<file path="config.mk">
export PLATFORM = sky130hd
export DESIGN_NAME = hoops_spawn_scheduler
export DESIGN_NICKNAME = d
export VERILOG_FILES = /design/src/rtl/hoops_spawn_scheduler.sv
export SDC_FILE = /design/constraint.sdc
export NUM_CORES = 1
export LEC_CHECK = 0
export CORE_MARGIN = 1
export CORE_UTILIZATION = 40
export DETAILED_ROUTE_END_ITERATION = 12
export MAX_ROUTING_LAYER = met4
export PLACE_DENSITY_LB_ADDON = 0.08
export REMOVE_ABC_BUFFERS = 1
export SLEW_MARGIN = 20
export SYNTH_ARGS = -nofsm -noshare
export SYNTH_HDL_FRONTEND = slang
export SYNTH_SLANG_ARGS = --single-unit
</file>
<file path="constraint.sdc">
create_clock -name clk -period 2.4 [get_ports clk]
set_input_delay 0.48 -clock clk [delete_from_list [all_inputs] [get_ports clk]]
set_output_delay 0.48 -clock clk [all_outputs]
set_load 0.1 [all_outputs]
</file>
<file path="src/rtl/hoops_spawn_scheduler.sv">
`default_nettype none
// ============================================================================
//  Module      : hoops_spawn_scheduler
//  Description : Central scheduler for the pool of falling hoops. It tracks
//                which hoop slots are in flight and decides once per frame
//                whether a new hoop spawns. A spawn takes the lowest free
//                slot, gets a pseudo-random X position and drives a one-cycle
//                one-hot strobe to that slot's mover. It also counts catches
//                and, when enabled, shortens the spawn interval as the level
//                rises.
//  Revision    : 1.0 - initial release
// ----------------------------------------------------------------------------
//  Optional feature macro: HOOP_DIFFICULTY_RAMP_EN
//    defined   : level advances every LEVEL_UP_CATCHES catches and the spawn
//                interval shrinks by INTERVAL_STEP per level (floor at
//                MIN_INTERVAL).
//    undefined : level stays 0 and the interval is always BASE_INTERVAL.
// ----------------------------------------------------------------------------
//  Ports
//    clk          in   system clock
//    resetN       in   asynchronous active-low reset
//    startOfFrame in   one-cycle pulse per video frame
//    startGame    in   one-cycle pulse, (re)starts scheduling
//    pause        in   level, freezes scheduling
//    hoopDone     in   [NUM_HOOPS] per-slot pulse, hoop left the screen
//    hoopCaught   in   [NUM_HOOPS] per-slot pulse, player caught the hoop
//    spawnReq     out  [NUM_HOOPS] one-hot, one-cycle spawn strobe
//    spawnX       out  [11] spawn X, valid from spawnReq until next spawn
//    slotActive   out  [NUM_HOOPS] 1 = slot in flight
//    catchCount   out  [8] total catches, saturating at 255
//    level        out  [4] difficulty level, saturating
// ============================================================================
module hoops_spawn_scheduler #(
  parameter int NUM_HOOPS        = 4,
  parameter int BASE_INTERVAL    = 90,
  parameter int MIN_INTERVAL     = 30,
  parameter int INTERVAL_STEP    = 10,
  parameter int LEVEL_UP_CATCHES = 5,
  parameter int X_MIN            = 0,
  parameter int X_MAX            = 611
) (
  input  logic                 clk,
  input  logic                 resetN,
  input  logic                 startOfFrame,
  input  logic                 startGame,
  input  logic                 pause,
  input  logic [NUM_HOOPS-1:0] hoopDone,
  input  logic [NUM_HOOPS-1:0] hoopCaught,
  output logic [NUM_HOOPS-1:0] spawnReq,
  output logic [10:0]          spawnX,
  output logic [NUM_HOOPS-1:0] slotActive,
  output logic [7:0]           catchCount,
  output logic [3:0]           level
);

`ifdef HOOP_DIFFICULTY_RAMP_EN
  localparam bit C_RAMP_EN = 1'b1;
`else
  localparam bit C_RAMP_EN = 1'b0;
`endif

  localparam int C_IDX_W   = $clog2(NUM_HOOPS);
  localparam int C_X_RANGE = X_MAX - X_MIN + 1;

  typedef enum logic [1:0] {
    ST_IDLE   = 2'd0,
    ST_RUN    = 2'd1,
    ST_SELECT = 2'd2,
    ST_ISSUE  = 2'd3
  } state_t;

  // Spawn interval for a given level, clamped at MIN_INTERVAL. The
  // subtraction is only done when it cannot go negative.
  function automatic logic [7:0] interval_for(input logic [3:0] lvl);
    int dec;
    dec = int'(lvl) * INTERVAL_STEP;
    if (dec >= BASE_INTERVAL) begin
      return 8'(MIN_INTERVAL);
    end else if ((BASE_INTERVAL - dec) < MIN_INTERVAL) begin
      return 8'(MIN_INTERVAL);
    end else begin
      return 8'(BASE_INTERVAL - dec);
    end
  endfunction

  // --------------------------------------------------------------------------
  // State
  // --------------------------------------------------------------------------
  state_t               state_q,      state_d;
  logic [15:0]          lfsr_q,       lfsr_d;
  logic [7:0]           frame_cnt_q,  frame_cnt_d;
  logic [C_IDX_W-1:0]   idx_q,        idx_d;
  logic [10:0]          spawn_x_q,    spawn_x_d;
  logic [NUM_HOOPS-1:0] slot_q,       slot_d;
  logic [7:0]           catch_cnt_q,  catch_cnt_d;
  logic [3:0]           level_q,      level_d;
  logic [7:0]           sub_cnt_q,    sub_cnt_d;

  // --------------------------------------------------------------------------
  // Combinational helpers
  // --------------------------------------------------------------------------
  logic [NUM_HOOPS-1:0] w_caught;
  logic [NUM_HOOPS-1:0] w_release;
  logic [3:0]           w_pop;
  logic                 w_free_found;
  logic [C_IDX_W-1:0]   w_free_idx;
  logic [10:0]          w_x_raw;
  logic [10:0]          w_x_sel;
  logic [7:0]           w_cur_interval;
  logic [8:0]           w_catch_sum;
  logic [3:0]           w_lvl_next;
  logic [7:0]           w_sub_next;
  logic                 w_spawn_fire;

  // Fibonacci LFSR, taps 16,14,13,11 (bits 15,13,12,10).
  assign lfsr_d = {lfsr_q[14:0], lfsr_q[15] ^ lfsr_q[13] ^ lfsr_q[12] ^ lfsr_q[10]};

  // One conditional subtract folds 0..1023 into the X range; this is exact
  // because the range is at least 512 wide.
  assign w_x_raw = {1'b0, lfsr_q[9:0]};
  assign w_x_sel = ((w_x_raw >= 11'(C_X_RANGE)) ? (w_x_raw - 11'(C_X_RANGE)) : w_x_raw)
                   + 11'(X_MIN);

  assign w_cur_interval = C_RAMP_EN ? interval_for(level_q) : 8'(BASE_INTERVAL);

  // Pulses on slots that are not in flight are ignored entirely. A slot with
  // both done and caught counts once, via the caught bit.
  assign w_caught  = hoopCaught & slot_q;
  assign w_release = (hoopDone | hoopCaught) & slot_q;

  always_comb begin
    w_pop = 4'd0;
    for (int i = 0; i < NUM_HOOPS; i++) begin
      w_pop = w_pop + 4'(w_caught[i]);
    end
  end

  assign w_catch_sum = {1'b0, catch_cnt_q} + 9'(w_pop);

  // Lowest free slot: scan from the top so the lowest index wins.
  always_comb begin
    w_free_found = 1'b0;
    w_free_idx   = '0;
    for (int i = NUM_HOOPS - 1; i >= 0; i--) begin
      if (!slot_q[i]) begin
        w_free_found = 1'b1;
        w_free_idx   = C_IDX_W'(i);
      end
    end
  end

  // Level progression, one catch at a time so several catches in one cycle
  // can cross a level boundary correctly. Levels stop rising once the
  // interval has reached its floor.
  always_comb begin
    w_lvl_next = level_q;
    w_sub_next = sub_cnt_q;
    for (int i = 0; i < NUM_HOOPS; i++) begin
      if (w_caught[i]) begin
        if (w_sub_next >= 8'(LEVEL_UP_CATCHES - 1)) begin
          w_sub_next = 8'd0;
          if ((w_lvl_next != 4'hF) &&
              (interval_for(w_lvl_next) != 8'(MIN_INTERVAL))) begin
            w_lvl_next = w_lvl_next + 4'd1;
          end
        end else begin
          w_sub_next = w_sub_next + 8'd1;
        end
      end
    end
  end

  // --------------------------------------------------------------------------
  // Next-state logic
  // --------------------------------------------------------------------------
  always_comb begin
    state_d      = state_q;
    frame_cnt_d  = frame_cnt_q;
    idx_d        = idx_q;
    spawn_x_d    = spawn_x_q;
    slot_d       = slot_q & ~w_release;
    catch_cnt_d  = w_catch_sum[8] ? 8'hFF : w_catch_sum[7:0];
    level_d      = C_RAMP_EN ? w_lvl_next : 4'd0;
    sub_cnt_d    = w_sub_next;
    w_spawn_fire = 1'b0;

    case (state_q)
      ST_IDLE: begin
        state_d = ST_IDLE;
      end

      ST_RUN: begin
        if (startOfFrame && !pause) begin
          if (frame_cnt_q == 8'd0) begin
            state_d = ST_SELECT;
          end else begin
            frame_cnt_d = frame_cnt_q - 8'd1;
          end
        end
      end

      ST_SELECT: begin
        // frame_cnt stays 0 on a failed attempt, so the next frame retries.
        if (pause || !w_free_found) begin
          state_d = ST_RUN;
        end else begin
          idx_d     = w_free_idx;
          spawn_x_d = w_x_sel;
          state_d   = ST_ISSUE;
        end
      end

      ST_ISSUE: begin
        // A pause arriving between select and issue defers the spawn to the
        // next frame instead of strobing while paused.
        if (pause) begin
          state_d = ST_RUN;
        end else begin
          w_spawn_fire  = 1'b1;
          slot_d[idx_q] = 1'b1;  // set wins over a same-cycle release
          frame_cnt_d   = w_cur_interval - 8'd1;
          state_d       = ST_RUN;
        end
      end

      default: begin
        state_d = ST_IDLE;
      end
    endcase

    // Game (re)start overrides every other event.
    if (startGame) begin
      state_d      = ST_RUN;
      frame_cnt_d  = 8'd0;
      slot_d       = '0;
      catch_cnt_d  = 8'd0;
      level_d      = 4'd0;
      sub_cnt_d    = 8'd0;
      w_spawn_fire = 1'b0;
    end
  end

  // --------------------------------------------------------------------------
  // Registers
  // --------------------------------------------------------------------------
  always_ff @(posedge clk or negedge resetN) begin
    if (!resetN) begin
      state_q     <= ST_IDLE;
      lfsr_q      <= 16'hACE1;
      frame_cnt_q <= 8'd0;
      idx_q       <= '0;
      spawn_x_q   <= 11'd0;
      slot_q      <= '0;
      catch_cnt_q <= 8'd0;
      level_q     <= 4'd0;
      sub_cnt_q   <= 8'd0;
    end else begin
      state_q     <= state_d;
      lfsr_q      <= lfsr_d;
      frame_cnt_q <= frame_cnt_d;
      idx_q       <= idx_d;
      spawn_x_q   <= spawn_x_d;
      slot_q      <= slot_d;
      catch_cnt_q <= catch_cnt_d;
      level_q     <= level_d;
      sub_cnt_q   <= sub_cnt_d;
    end
  end

  // --------------------------------------------------------------------------
  // Outputs
  // --------------------------------------------------------------------------
  assign spawnReq   = w_spawn_fire ? (NUM_HOOPS'(1) << idx_q) : '0;
  assign spawnX     = spawn_x_q;
  assign slotActive = slot_q;
  assign catchCount = catch_cnt_q;
  assign level      = level_q;

endmodule
`default_nettype wire

</file>
# Word level (Yosys, flattened, before mapping)
# Index checks and enable logic that the tools add are counted.
classes:
  add_sub_neg: 6
  magnitude_cmp: 3
  eq_ne: 7
  n_shift: 1
  muxes: 30
  bitwise_logic: 10
  n_reduce_logical: 11
ops:
  columns: ["cell", "n"]
  rows:
  - ["$mux W8", 6]
  - ["$mux W2", 8]
  - ["$mux W4", 4]
  - ["$pmux W8 S2", 1]
  - ["$and A4 B4 Y4", 3]
  - ["$ne A3 B3 Y1 const B", 4]
  - ["$mux W11", 1]
  - ["$sub A10 B10 Y11 const B", 1]
  - ["$ge A10 B10 Y1 const B", 1]
  - ["$add A8 B4 Y9", 1]
  - ["$logic_not A8 Y1", 1]
  - ["$mux W1", 8]
  - ["$or A4 B4 Y4", 2]
  - ["$pmux W2 S4", 1]
  - ["$sub A8 B1 Y8 const B", 1]
  - ["$add A3 B1 Y4", 1]
  - ["$eq A2 B2 Y1 const B", 2]
  - ["$not A4 Y4", 1]
  - ["$reduce_and A2 Y1", 2]
  - ["$reduce_and A4 Y1", 1]
  - ["$shl A1 B2 Y4 const A", 1]
  - ["$add A2 B1 Y3", 1]
  - ["$lt A2 B3 Y1 const B", 1]
  - ["$reduce_bool A3 Y1", 1]
  - ["10 further kinds", 14]
word_totals:
  register_bits: 51
  inputBits: 13
  out_inout_bits: 31
  wordCells: 75

# Logic depth before layout (Yosys ltp)
# Gate-level depths: netlist of the first run.
depth:
  word_depth: 9
  ltp_mapped: 9
  depth_no_buf: 9

# Worst setup path before layout of the first run
# Ideal clock, no wire load.
synth_timing:
  path_kind: "input port to output port"
  startpoint: "input startGame"
  endpoint: "output spawnReq[0]"
  arrival_time_ns: 3.222
  t_required_ns: 1.920
  slack_ns: -1.302
  cell_stages: 3
  path_buffers: 1
  cell_sequence: "clkbuf_1 > nor3_1 > nor3b_1"
synth_between:
  elab_chain_len: 2
synth_lines:
  columns: ["item", "line", "source"]
  rows:
  - ["start, declared", "45", "input logic startGame,"]
  - ["$mux W1", "232", "if (startGame) begin"]
  - ["$mux W4", "273", "assign spawnReq = w_spawn_fire ? (NUM_HOOPS'(1) << idx_q) : '0;"]
  - ["end, declared", "49", "output logic [NUM_HOOPS-1:0] spawnReq,"]
# Every way passes these cells.

# Final worst setup path of the first run
layout_timing:
  startpoint: "input hoopCaught[0]"
  endpoint: "register catch_cnt_q[6] (netlist: catchCount[6])"
layout_between:
  elab_chain_len: 7
layout_lines:
  columns: ["item", "line", "source"]
  rows:
  - ["start, declared", "48", "input logic [NUM_HOOPS-1:0] hoopCaught,"]
  - ["$and A4 B4 Y4", "128", "assign w_caught = hoopCaught & slot_q;"]
  - ["$add A1 B1 Y2", "134", "w_pop = w_pop + 4'(w_caught[i]);"]
  - ["$add A2 B1 Y3", "134", null]
  - ["$add A3 B1 Y4", "134", null]
  - ["$add A8 B4 Y9", "138", "assign w_catch_sum = {1'b0, catch_cnt_q} + 9'(w_pop);"]
  - ["$mux W8", "182", "catch_cnt_d = w_catch_sum[8] ? 8'hFF : w_catch_sum[7:0];"]
  - ["$mux W8", "232", null]
  - ["named net catch_cnt_d[6]", "95", "logic [7:0] catch_cnt_q, catch_cnt_d;"]
  - ["end signal, assigned", "264", "catch_cnt_q <= catch_cnt_d;"]
  - ["end, declared", "95", null]
# The timed path passes the listed nets, and every way through them passes these cells.
# A chain may end at the register's enable or synchronous reset.

==> summary.txt, run 1 <==
Die ar. -> 6519 um^2
num rows -> 28
n_diodes -> 0
pin count of the biggest net entering global routing -> 52
synthesized area per cell -> 10.25 um^2
Mapped Area -> 2480 um^2
adder and majority gate portion of the synthesized area -> 4.945%
Gate power share -> 33.0%
Worst EP arrival -> 2.49 ns
crit start category -> input pin
CTS H-Tree Depth -> 2
largest family of logic cells by synthesized area -> simple AND/OR/NAND/NOR gates
Hold WS -> 0.2585 ns
Critical-path top delay cell -> fa_1
xor-xnor portion of the synthesized cell area -> 2.825%
share of cells above drive strength 1 -> 26.94%
clock network power share -> 21.7%
endpoints failing setup -> 0
total negative slack -> 0 ns
Max VDD drop -> 0.4258 mV
Sink Count -> 51
final instance count without filler cells -> 372
critical-path maximum fanout -> 3
clk_skew -> 0.01091 ns
Post-Syn Instances -> 242
predominant post-synthesis flop cell -> dfrtp_1
root buf cell -> clkbuf_8
Core Region -> 5956 um^2
crit path from -> hoopCaught[0]
CTS tree -> yes
Cell variety after synth -> 54
worst path required time -> 2.62 ns
RR Endpoint -> catchCount[6]$_DFF_PN0_
CP endpoint -> catchCount[6]$_DFF_PN0_
CP Class -> in -> reg
Net Sw Power -> 848.5 uW
EDFF count, synth -> 0
delay of the slowest critical-path stage -> 0.55 ns
GPL Wtd Cong -> 0.8387
maximum capacitance violations -> 0
worst path cell trace -> clkdlybuf4s15_1 > nand2_2 > fa_1 > fa_2 > inv_2 > fa_2 > nand2_2 > nor2_4 > buf_4 > and4b_1 > nor3_1
IO Count -> 44
RR Startpoint -> slotActive[0]$_DFF_PN0_
Final Cycle Share -> 94.49%
Final Slew Violations -> 0
switching part of the total -> 37.12%
final hold violation count -> 0
Final Util -> 52.50%
Die Y -> 80.74 um
hpwl dp -> 3638 um
Int Pwr -> 1.438 mW
Synth warnings -> 0
dpl ws -> -0.6430 ns
routed len/inst -> 13.73 um
TritonCTS Buffers -> 5
Clk Latency, worst-skew pair -> 0.31 ns
R2R depth -> 10
die extent in x -> 80.74 um
clock-pin slew on the worst setup and hold paths -> 0.10 ns
CP bufs+invs -> 3
antenna viol nets, final -> 0
Crit path max-delay family -> adder cells
gr ovfl total -> 0
register area share after synthesis -> 51.87%
Crit. End Element -> flip-flop
RSZ-0062 raised after global routing -> true
reg-to-reg setup timing slack -> 0.14 ns
sequential share of power -> 45.3%
worst setup margin -> 0.1322 ns
Starting DRT DRC Count -> 76
first-pass GRT wire length -> 8583 um
Slew Limit Headroom -> 57.36%
Critical Path Stages -> 11
HP Class -> in -> async
vias in the first global route -> 1816
Final nets -> 317
TritonRoute pass-1 iters -> 4
Power Dens Cells -> 731.1 nW/um^2
Tot Pwr -> 2.286 mW
final wirelength -> 5107 um
Period minus WS final -> 2.268 ns
Max Clk Rate -> 441.0 MHz
IO buf count -> 39
placed cell area -> 3008 um^2
measured slew at the worst slew-check pin -> 0.6396 ns
# DRC -> 0
initial antenna violation count -> 0
simple-gate area share of the yosys netlist -> 19.78%
Compound-Gate Fraction of Synth Area -> 14.28%
Global Route Usage Sum -> 17.66%
Static Leak -> 1.384 nW
Vias/cell -> 5.161
status -> finished, final reports clean
flops & latches, synth -> 51
post-placement cell count -> 363
clk buf depth -> 2
via count -> 1920
area grow syn2layout -> 26.08%
Post-synth ARST share -> 100.0%
mux cell area share after synthesis -> 1.715%
starting density of the core -> 41.64%
post-route cell area -> 3127 um^2
flip-flops by register name, indices dropped and copies added, names as in the netlist:
register	count
slotActive	4
catchCount	8
state_q	2
lfsr_q	16
frame_cnt_q	8
spawnX	11
idx_q	2
power groups by stage:
stage	Sequential, mW	Clock (mW)	Combinational [mW]
global placement	1.05	0	0.758
floorplan	1.05	0	0.558
finish	1.04	0.496	0.755
global route	1.05	0.544	0.854
detailed placement	1.05	0	0.759
CTS	1.04	0.517	0.762
metal layers:
| metal | share of wire (%) | up-vias | global-route usage [%] |
|---|---|---|---|
| li1 | - | 955 | - |
| met1 | 50 | 921 | 23.66 |
| met2 | 45 | 36 | 26.95 |
| met3 | 3.8 | 8 | 3.258 |
| met4 | 1.5 | 0 | 6.250 |
| met5 | 0 | - | - |
how the worst min path moves through the flow:
stage / startpoint / endpoint / slack, ns / cells past startpoint
floorplan: resetN / catchCount[0]$_DFF_PN0_ / 0.18 / 0
global placement: lfsr_q[14]$_DFF_PN0_ / lfsr_q[15]$_DFF_PN1_ / 0.33 / 0
detailed placement: lfsr_q[14]$_DFF_PN0_ / lfsr_q[15]$_DFF_PN1_ / 0.34 / 0
CTS: resetN / frame_cnt_q[1]$_DFFE_PN0P_ / 0.29 / 2
global route: resetN / frame_cnt_q[1]$_DFFE_PN0P_ / 0.34 / 2
finish: resetN / frame_cnt_q[1]$_DFFE_PN0P_ / 0.26 / 2
cell usage in the layout, fill, tap and decap left out, types with 9 or more instances in the layout:
master and count:
a21oi_1 15, buf_4 39, o21ai_1 9, nor2_1 15, nor3_1 11, nand2_1 24
inv_1 13, clkdlybuf4s50_1 9, dfrtp_1 43
synth_stat cells (3+ instances only):
master    number  share of area, %
fa_1           3               2.4
ha_1           5               2.5
nor3_1        11               2.2
o41ai_1        3               1.1
or3_1          3              0.76
dfstp_2        8               8.5
nand2b_1       4               1.0
nand3_1        5               1.0
clkbuf_1       6              0.91
xnor2_1        6               2.1
inv_1         14               2.1
o21ai_0        8               1.6
a21oi_1       16               3.2
dfrtp_1       43                43
nand2_1       27               4.1
a31oi_1        4               1.0
o21ai_1        9               1.8
nor2_1        16               2.4
buf_4          4               1.2
timing repair:
| action | in CTS | in global routing |
|---|---|---|
| pin swaps | 8 | 4 |
| buffers inserted | 0 | 1 |
| gates resized for setup | 8 | 4 |
| hold buffers | 0 | 0 |
| endpoints found under the setup margin | 8 | 5 |
cell families after synthesis:
kind of cell	Yosys count
AND/OR/NAND/NOR	89
buffers and inverters	25
AO/OA/AOI/OAI	56
XOR/XNOR	8
flip-flops	51
multiplexers	4
other	1
adder cells (fa/ha/maj)	8
area by class of cell:
| cell class | instances | area [um^2] |
|---|---|---|
| fill | 576 | 2829 |
| sequential | 51 | 1286 |
| multi-input combinational | 169 | 1119 |
| timing repair buffer | 55 | 486.7 |
| tap | 75 | 93.84 |
| clock buffer | 5 | 68.82 |
| inverter | 14 | 52.55 |
| clock inverter | 3 | 20.02 |
Note: power is estimated with default switching activity, not from simulation.
==> run 2: changes to the inputs <==
--- a/config.mk
+++ b/config.mk
@@ -10,7 +10,6 @@
 export DETAILED_ROUTE_END_ITERATION = 12
 export MAX_ROUTING_LAYER = met4
 export PLACE_DENSITY_LB_ADDON = 0.08
-export REMOVE_ABC_BUFFERS = 1
 export SLEW_MARGIN = 20
 export SYNTH_ARGS = -nofsm -noshare
 export SYNTH_HDL_FRONTEND = slang
==> summary.txt, run 2 (same netlist as run 1, synthesis figures left out) <==
Final nets -> 316 (was 317)
endpoints failing setup -> 0 (unchanged)
Max Clk Rate -> 432.3 MHz (was 441.0 MHz)
placed cell area -> 3035 um^2 (was 3008 um^2)
critical-path maximum fanout -> 5 (was 3)
hold_buf cts -> 0 (unchanged)
highest-count cells in the layout ignoring fill and taps -> dfrtp_1, buf_4, nand2_1 (unchanged)
Die Y -> 80.74 um (unchanged)
clock-pin slew on the worst setup and hold paths -> 0.10 ns (about the same)
IO buf count -> 39 (unchanged)
via count -> 1884 (was 1920)
Crit path max-delay family -> adder cells (unchanged)
RR Startpoint -> slotActive[2]$_DFF_PN0_ (was slotActive[0]$_DFF_PN0_)
initial antenna violation count -> 0 (unchanged)
Sink Count -> 51 (unchanged)
first-pass GRT wire length -> 8659 um (was 8583 um)
gr ovfl total -> 0 (unchanged)
Critical-path top delay cell -> dfrtp_4 (was fa_1)
maximum capacitance violations -> 0 (unchanged)
Die ar. -> 6519 um^2 (unchanged)
worst path required time -> 2.62 ns (about the same)
TritonCTS Buffers -> 5 (unchanged)
dpl ws -> -0.4810 ns (was -0.6430 ns)
multi-input logic area -> 1129 um^2 (was 1119 um^2)
worst path cell trace -> nand2_2 > fa_1 > fa_2 > inv_2 > fa_2 > nand2_2 > nor2_4 > nand4_1 > a21oi_1 (was clkdlybuf4s15_1 > nand2_2 > fa_1 > fa_2 > inv_2 > fa_2 > nand2_2 > nor2_4 > buf_4 > and4b_1 > nor3_1)
delay of the slowest critical-path stage -> 0.49 ns (was 0.55 ns)
HP Class -> in -> async (unchanged)
Global Route Usage Sum -> 17.85% (was 17.66%)
Max VDD drop -> 0.2958 mV (was 0.4258 mV)
root buf cell -> clkbuf_8 (unchanged)
Final Cycle Share -> 96.37% (was 94.49%)
final wirelength -> 5045 um (was 5107 um)
Vias/cell -> 5.078 (was 5.161)
GPL Wtd Cong -> 0.8187 (was 0.8387)
CTS tree -> yes (unchanged)
Final Slew Violations -> 0 (unchanged)
clk_skew -> 0.009169 ns (was 0.01091 ns)
pin count of the biggest net entering global routing -> 27 (was 52)
antenna viol nets, final -> 0 (unchanged)
status -> finished, final reports clean (unchanged)
CTS H-Tree Depth -> 2 (unchanged)
post-route cell area -> 3142 um^2 (was 3127 um^2)
most common cell after layout, fill and taps aside -> dfrtp_1 (unchanged)
Starting DRT DRC Count -> 117 (was 76)
TritonRoute pass-1 iters -> 4 (unchanged)
FILL cells -> 560 (was 576)
vias in the first global route -> 1809 (was 1816)
CP Class -> reg -> reg (was in -> reg)
area grow syn2layout -> 26.69% (was 26.08%)
starting density of the core -> 41.64% (unchanged)
IO Count -> 44 (unchanged)
n_diodes -> 0 (unchanged)
RR Endpoint -> catchCount[2]$_DFF_PN0_ (was catchCount[6]$_DFF_PN0_)
Hold WS -> 0.1156 ns (was 0.2585 ns)
share of cells above drive strength 1 -> 29.05% (was 26.94%)
max FFs per register -> 16 (unchanged)
Static Leak -> 1.377 nW (was 1.384 nW)
die extent in x -> 80.74 um (unchanged)
# DRC -> 0 (unchanged)
worst setup margin -> 0.08701 ns (was 0.1322 ns)
Core Region -> 5956 um^2 (unchanged)
Power Dens Cells -> 730.9 nW/um^2 (was 731.1 nW/um^2)
num rows -> 28 (unchanged)
crit start category -> flip-flop (was input pin)
routed len/inst -> 13.60 um (was 13.73 um)
most flop-heavy register -> lfsr_q (unchanged)
Period minus WS final -> 2.313 ns (was 2.268 ns)
reg-to-reg setup timing slack -> 0.09 ns (was 0.14 ns)
Worst EP arrival -> 2.54 ns (was 2.49 ns)
Crit. End Element -> flip-flop (unchanged)
R2R depth -> 9 (was 10)
RSZ-0062 raised after global routing -> true (unchanged)
Reg area -> 1299 um^2 (was 1286 um^2)
Clk Latency, worst-skew pair -> 0.30 ns (was 0.31 ns)
clk buf depth -> 2 (unchanged)
final hold violation count -> 0 (unchanged)
hpwl dp -> 3708 um (was 3638 um)
CP bufs+invs -> 1 (was 3)
-- run 2: timing repair --
action,CTS,global route
endpoints found under the setup margin,8,7
pin swaps,4,7
buffers inserted,1,0
gates resized for setup,2,3
-- run 2: power breakdown --
| part | leakage, nW | switching [mW] | total, mW | internal (mW) |
|---|---|---|---|---|
| sequential | 0.668 | 0.110 | 1.05 | 0.936 |
| combinational | 0.663 | 0.453 | 0.752 | 0.299 |
| clock | 0.0454 | 0.289 | 0.499 | 0.210 |
-- run 2: worst reg2reg max path, cell delays in order, from the launching register on --
cell and delay, ns:
dfrtp_4 0.49, nand2_2 0.07, fa_1 0.43, fa_2 0.36, inv_2 0.06, fa_2 0.19, nand2_2 0.07, nor2_4 0.14
nand4_1 0.22, a21oi_1 0.20
-- run 2: per-layer routing --
layer	wire length, um	vias to the layer above	GRT usage [%]
li1	-	946	-
met1	2599	892	25.81
met2	2204	41	25.08
met3	187	5	3.933
met4	54	0	5.000
met5	0	-	-
-- run 2: worst max-delay path by stage --
stage                                        from                       to  slack, ns  cells past startpoint
after floorplan                         startGame              spawnReq[0]      -0.30                      3
after global placement              hoopCaught[2]  catchCount[0]$_DFF_PN0_      -0.42                     10
after detailed placement            hoopCaught[2]  catchCount[5]$_DFF_PN0_      -0.48                     10
after CTS                 slotActive[0]$_DFF_PN0_  catchCount[2]$_DFF_PN0_       0.02                      9
after global routing      slotActive[2]$_DFF_PN0_  catchCount[2]$_DFF_PN0_      -0.03                      9
final                     slotActive[2]$_DFF_PN0_  catchCount[2]$_DFF_PN0_       0.09                      9
-- run 2: metrics by stage --
stage          std cells  total power [mW]  util, %  setup TNS (ns)
2_1_floorplan        245             1.623        -          -1.073
3_3_place_gp         362             1.811    50.97          -3.102
3_5_place_dp         362             1.818    50.97          -3.411
4_1_cts              371             2.326    52.56               0
5_1_grt              371             2.459    52.75         -0.1063
6_report             371             2.296    52.75               0
-- run 2: layout make-up --
| type | instances | area share (%) |
|---|---|---|
| clock buffers | 6 | 2.310 |
| clock inverters | 2 | 0.5575 |
| repair buffers | 54 | 15.21 |
| inverters | 14 | 1.673 |
| flip-flops and latches | 51 | 41.34 |
| multi-input cells | 169 | 35.92 |
| well taps | 75 | 2.987 |
==> run 3: changes to the inputs <==
==> constraint.sdc (replaced) <==
create_clock -name clk -period 2.8 [get_ports clk]
set_input_delay 0.56 -clock clk [delete_from_list [all_inputs] [get_ports clk]]
set_output_delay 0.56 -clock clk [all_outputs]
set_load 0.1 [all_outputs]
==> summary.txt, run 3 (same netlist as run 1, synthesis figures left out) <==
Static Leak -> 1.366 nW (was 1.377 nW)
gr ovfl total -> 0 (unchanged)
R2R depth -> 10 (was 9)
CTS H-Tree Depth -> 2 (unchanged)
Crit. End Element -> flip-flop (unchanged)
Final Util -> 52.69% (was 52.75%)
worst path cell trace -> clkdlybuf4s50_1 > nand2_1 > fa_1 > fa_2 > inv_1 > fa_2 > nand2_1 > nor2_4 > buf_4 > nor4bb_4 > nor3_1 (was nand2_2 > fa_1 > fa_2 > inv_2 > fa_2 > nand2_2 > nor2_4 > nand4_1 > a21oi_1)
GPL Wtd Cong -> 0.7848 (was 0.8187)
clk buf depth -> 2 (unchanged)
Slew Limit Headroom -> 56.11%
worst setup margin -> 0.1105 ns (was 0.08701 ns)
share of cells above drive strength 1 -> 27.05% (was 29.05%)
num rows -> 28 (unchanged)
via count -> 1927 (was 1884)
sequential share of power -> 45.0% (was 45.6%)
final wirelength -> 4991 um (was 5045 um)
clock-pin slew on the worst setup and hold paths -> 0.09 ns (was 0.10 ns)
final instance count without filler cells -> 367 (was 371)
first-pass GRT wire length -> 8597 um (was 8659 um)
dpl ws -> -0.3383 ns (was -0.4810 ns)
n_diodes -> 0 (unchanged)
critical-path maximum fanout -> 3 (was 5)
clk_skew -> 0.008693 ns (was 0.009169 ns)
die extent in x -> 80.74 um (unchanged)
reg-to-reg setup timing slack -> 0.41 ns (was 0.09 ns)
switching part of the total -> 36.63% (was 37.07%)
routed len/inst -> 13.60 um (about the same)
initial antenna violation count -> 0 (unchanged)
Die Y -> 80.74 um (unchanged)
max FFs per register -> 16 (unchanged)
Vias/cell -> 5.251 (was 5.078)
CP Class -> in -> reg (was reg -> reg)
status -> finished, final reports clean (unchanged)
Final Slew Violations -> 0 (unchanged)
antenna viol nets, final -> 0 (unchanged)
Worst EP arrival -> 2.87 ns (was 2.54 ns)
HP Class -> in -> async (unchanged)
RR Startpoint -> slotActive[2]$_DFF_PN0_ (unchanged)
crit start category -> input pin (was flip-flop)
area grow syn2layout -> 26.54% (was 26.69%)
TritonRoute pass-1 iters -> 4 (unchanged)
CTS tree -> yes (unchanged)
worst path required time -> 2.98 ns (was 2.62 ns)
# DRC -> 0 (unchanged)
Power Dens Cells -> 634.2 nW/um^2 (was 730.9 nW/um^2)
endpoints failing setup -> 0 (unchanged)
root buf cell -> clkbuf_8 (unchanged)
Net Sw Power -> 729.0 uW (was 851.3 uW)
Max VDD drop -> 0.3122 mV (was 0.2958 mV)
starting density of the core -> 41.64% (unchanged)
Gate power share -> 32.6% (was 32.7%)
maximum capacitance violations -> 0 (unchanged)
Die ar. -> 6519 um^2 (unchanged)
RR Endpoint -> catchCount[7]$_DFF_PN0_ (was catchCount[2]$_DFF_PN0_)
hold_buf cts -> 0 (unchanged)
final hold violation count -> 0 (unchanged)
highest-count cells in the layout ignoring fill and taps -> dfrtp_1, buf_4, nand2_1 (unchanged)
IO Count -> 44 (unchanged)
post-placement cell count -> 358 (was 362)
delay of the slowest critical-path stage -> 0.52 ns (was 0.49 ns)
Max Clk Rate -> 371.8 MHz
pin count of the biggest net entering global routing -> 27 (unchanged)
Starting DRT DRC Count -> 122 (was 117)
Core Region -> 5956 um^2 (unchanged)
Clk Latency, worst-skew pair -> 0.30 ns (about the same)
Int Pwr -> 1.261 mW (was 1.445 mW)
IO buf count -> 39 (unchanged)
Final Cycle Share -> 96.05%
Tot Pwr -> 1.990 mW (was 2.296 mW)
measured slew at the worst slew-check pin -> 0.6539 ns
vias in the first global route -> 1801 (was 1809)
most flop-heavy register -> lfsr_q (unchanged)
Critical-path top delay cell -> fa_1 (was dfrtp_4)
Sink Count -> 51 (unchanged)
most common cell after layout, fill and taps aside -> dfrtp_1 (unchanged)
clock network power share -> 22.4% (was 21.7%)
hpwl dp -> 3630 um (was 3708 um)
Period minus WS final -> 2.689 ns
TritonCTS Buffers -> 5 (unchanged)
Final nets -> 312 (was 316)
Global Route Usage Sum -> 17.82% (was 17.85%)
## run 3: critical path, delay by kind of cell
family,cells,cell delay (ns)
fa+ha+maj,3,1.05
buf+inv,3,0.66
simple gates,5,0.59
## run 3: repair_timing
action                                  in CTS  in global routing
endpoints found under the setup margin       0                  5
buffers inserted                             0                  1
gates resized for setup                      0                  8
## run 3: power by group through the flow
stage                     Combinational (mW)  Clock [mW]  Sequential [mW]
final                                  0.649       0.445            0.896
after global placement                 0.643           0            0.910
after global routing                   0.747       0.500            0.914
after floorplan                        0.488           0            0.902
after detailed placement               0.651           0            0.907
after CTS                              0.651       0.469            0.894
## run 3: worst max-delay path by stage
stage / slack (ns) / start / cells after the start / endpoint
after floorplan: -0.06 / startGame / 3 / spawnReq[0]
after global placement: -0.27 / hoopCaught[0] / 10 / catchCount[0]$_DFF_PN0_
after detailed placement: -0.34 / hoopCaught[0] / 10 / catchCount[0]$_DFF_PN0_
after CTS: 0.01 / hoopCaught[0] / 10 / catchCount[0]$_DFF_PN0_
after global routing: -0.007 / hoopCaught[2] / 11 / catchCount[7]$_DFF_PN0_
final: 0.11 / hoopCaught[2] / 11 / catchCount[7]$_DFF_PN0_
## run 3: per-stage QoR
stage | hold slack, ns | setup TNS, ns | instance area [um^2]
floorplan | 0.2644 | -0.06210 | 2505
global placement | 0.3371 | -1.643 | 2997
detailed placement | 0.3395 | -1.991 | 2997
CTS | 0.2618 | 0 | 3095
global route | 0.2812 | -0.007096 | 3138
finish | 0.2545 | 0 | 3138
## run 3: layout make-up
| type | instances | area, um^2 |
|---|---|---|
| timing repair buffer | 50 | 462.9 |
| inverter | 14 | 52.55 |
| sequential | 51 | 1290 |
| tap | 75 | 93.84 |
| clock inverter | 2 | 16.27 |
| multi-input combinational | 169 | 1140 |
| clock buffer | 6 | 82.58 |
| fill | 574 | 2818 |
## run 3: routing by layer
layer | GRT usage [%] | share of wire [%] | vias up
li1 | - | - | 951
met1 | 26.49 | 51 | 920
met2 | 23.90 | 43 | 46
met3 | 3.933 | 4.0 | 10
met4 | 5.536 | 1.3 | 0
met5 | - | 0 | -
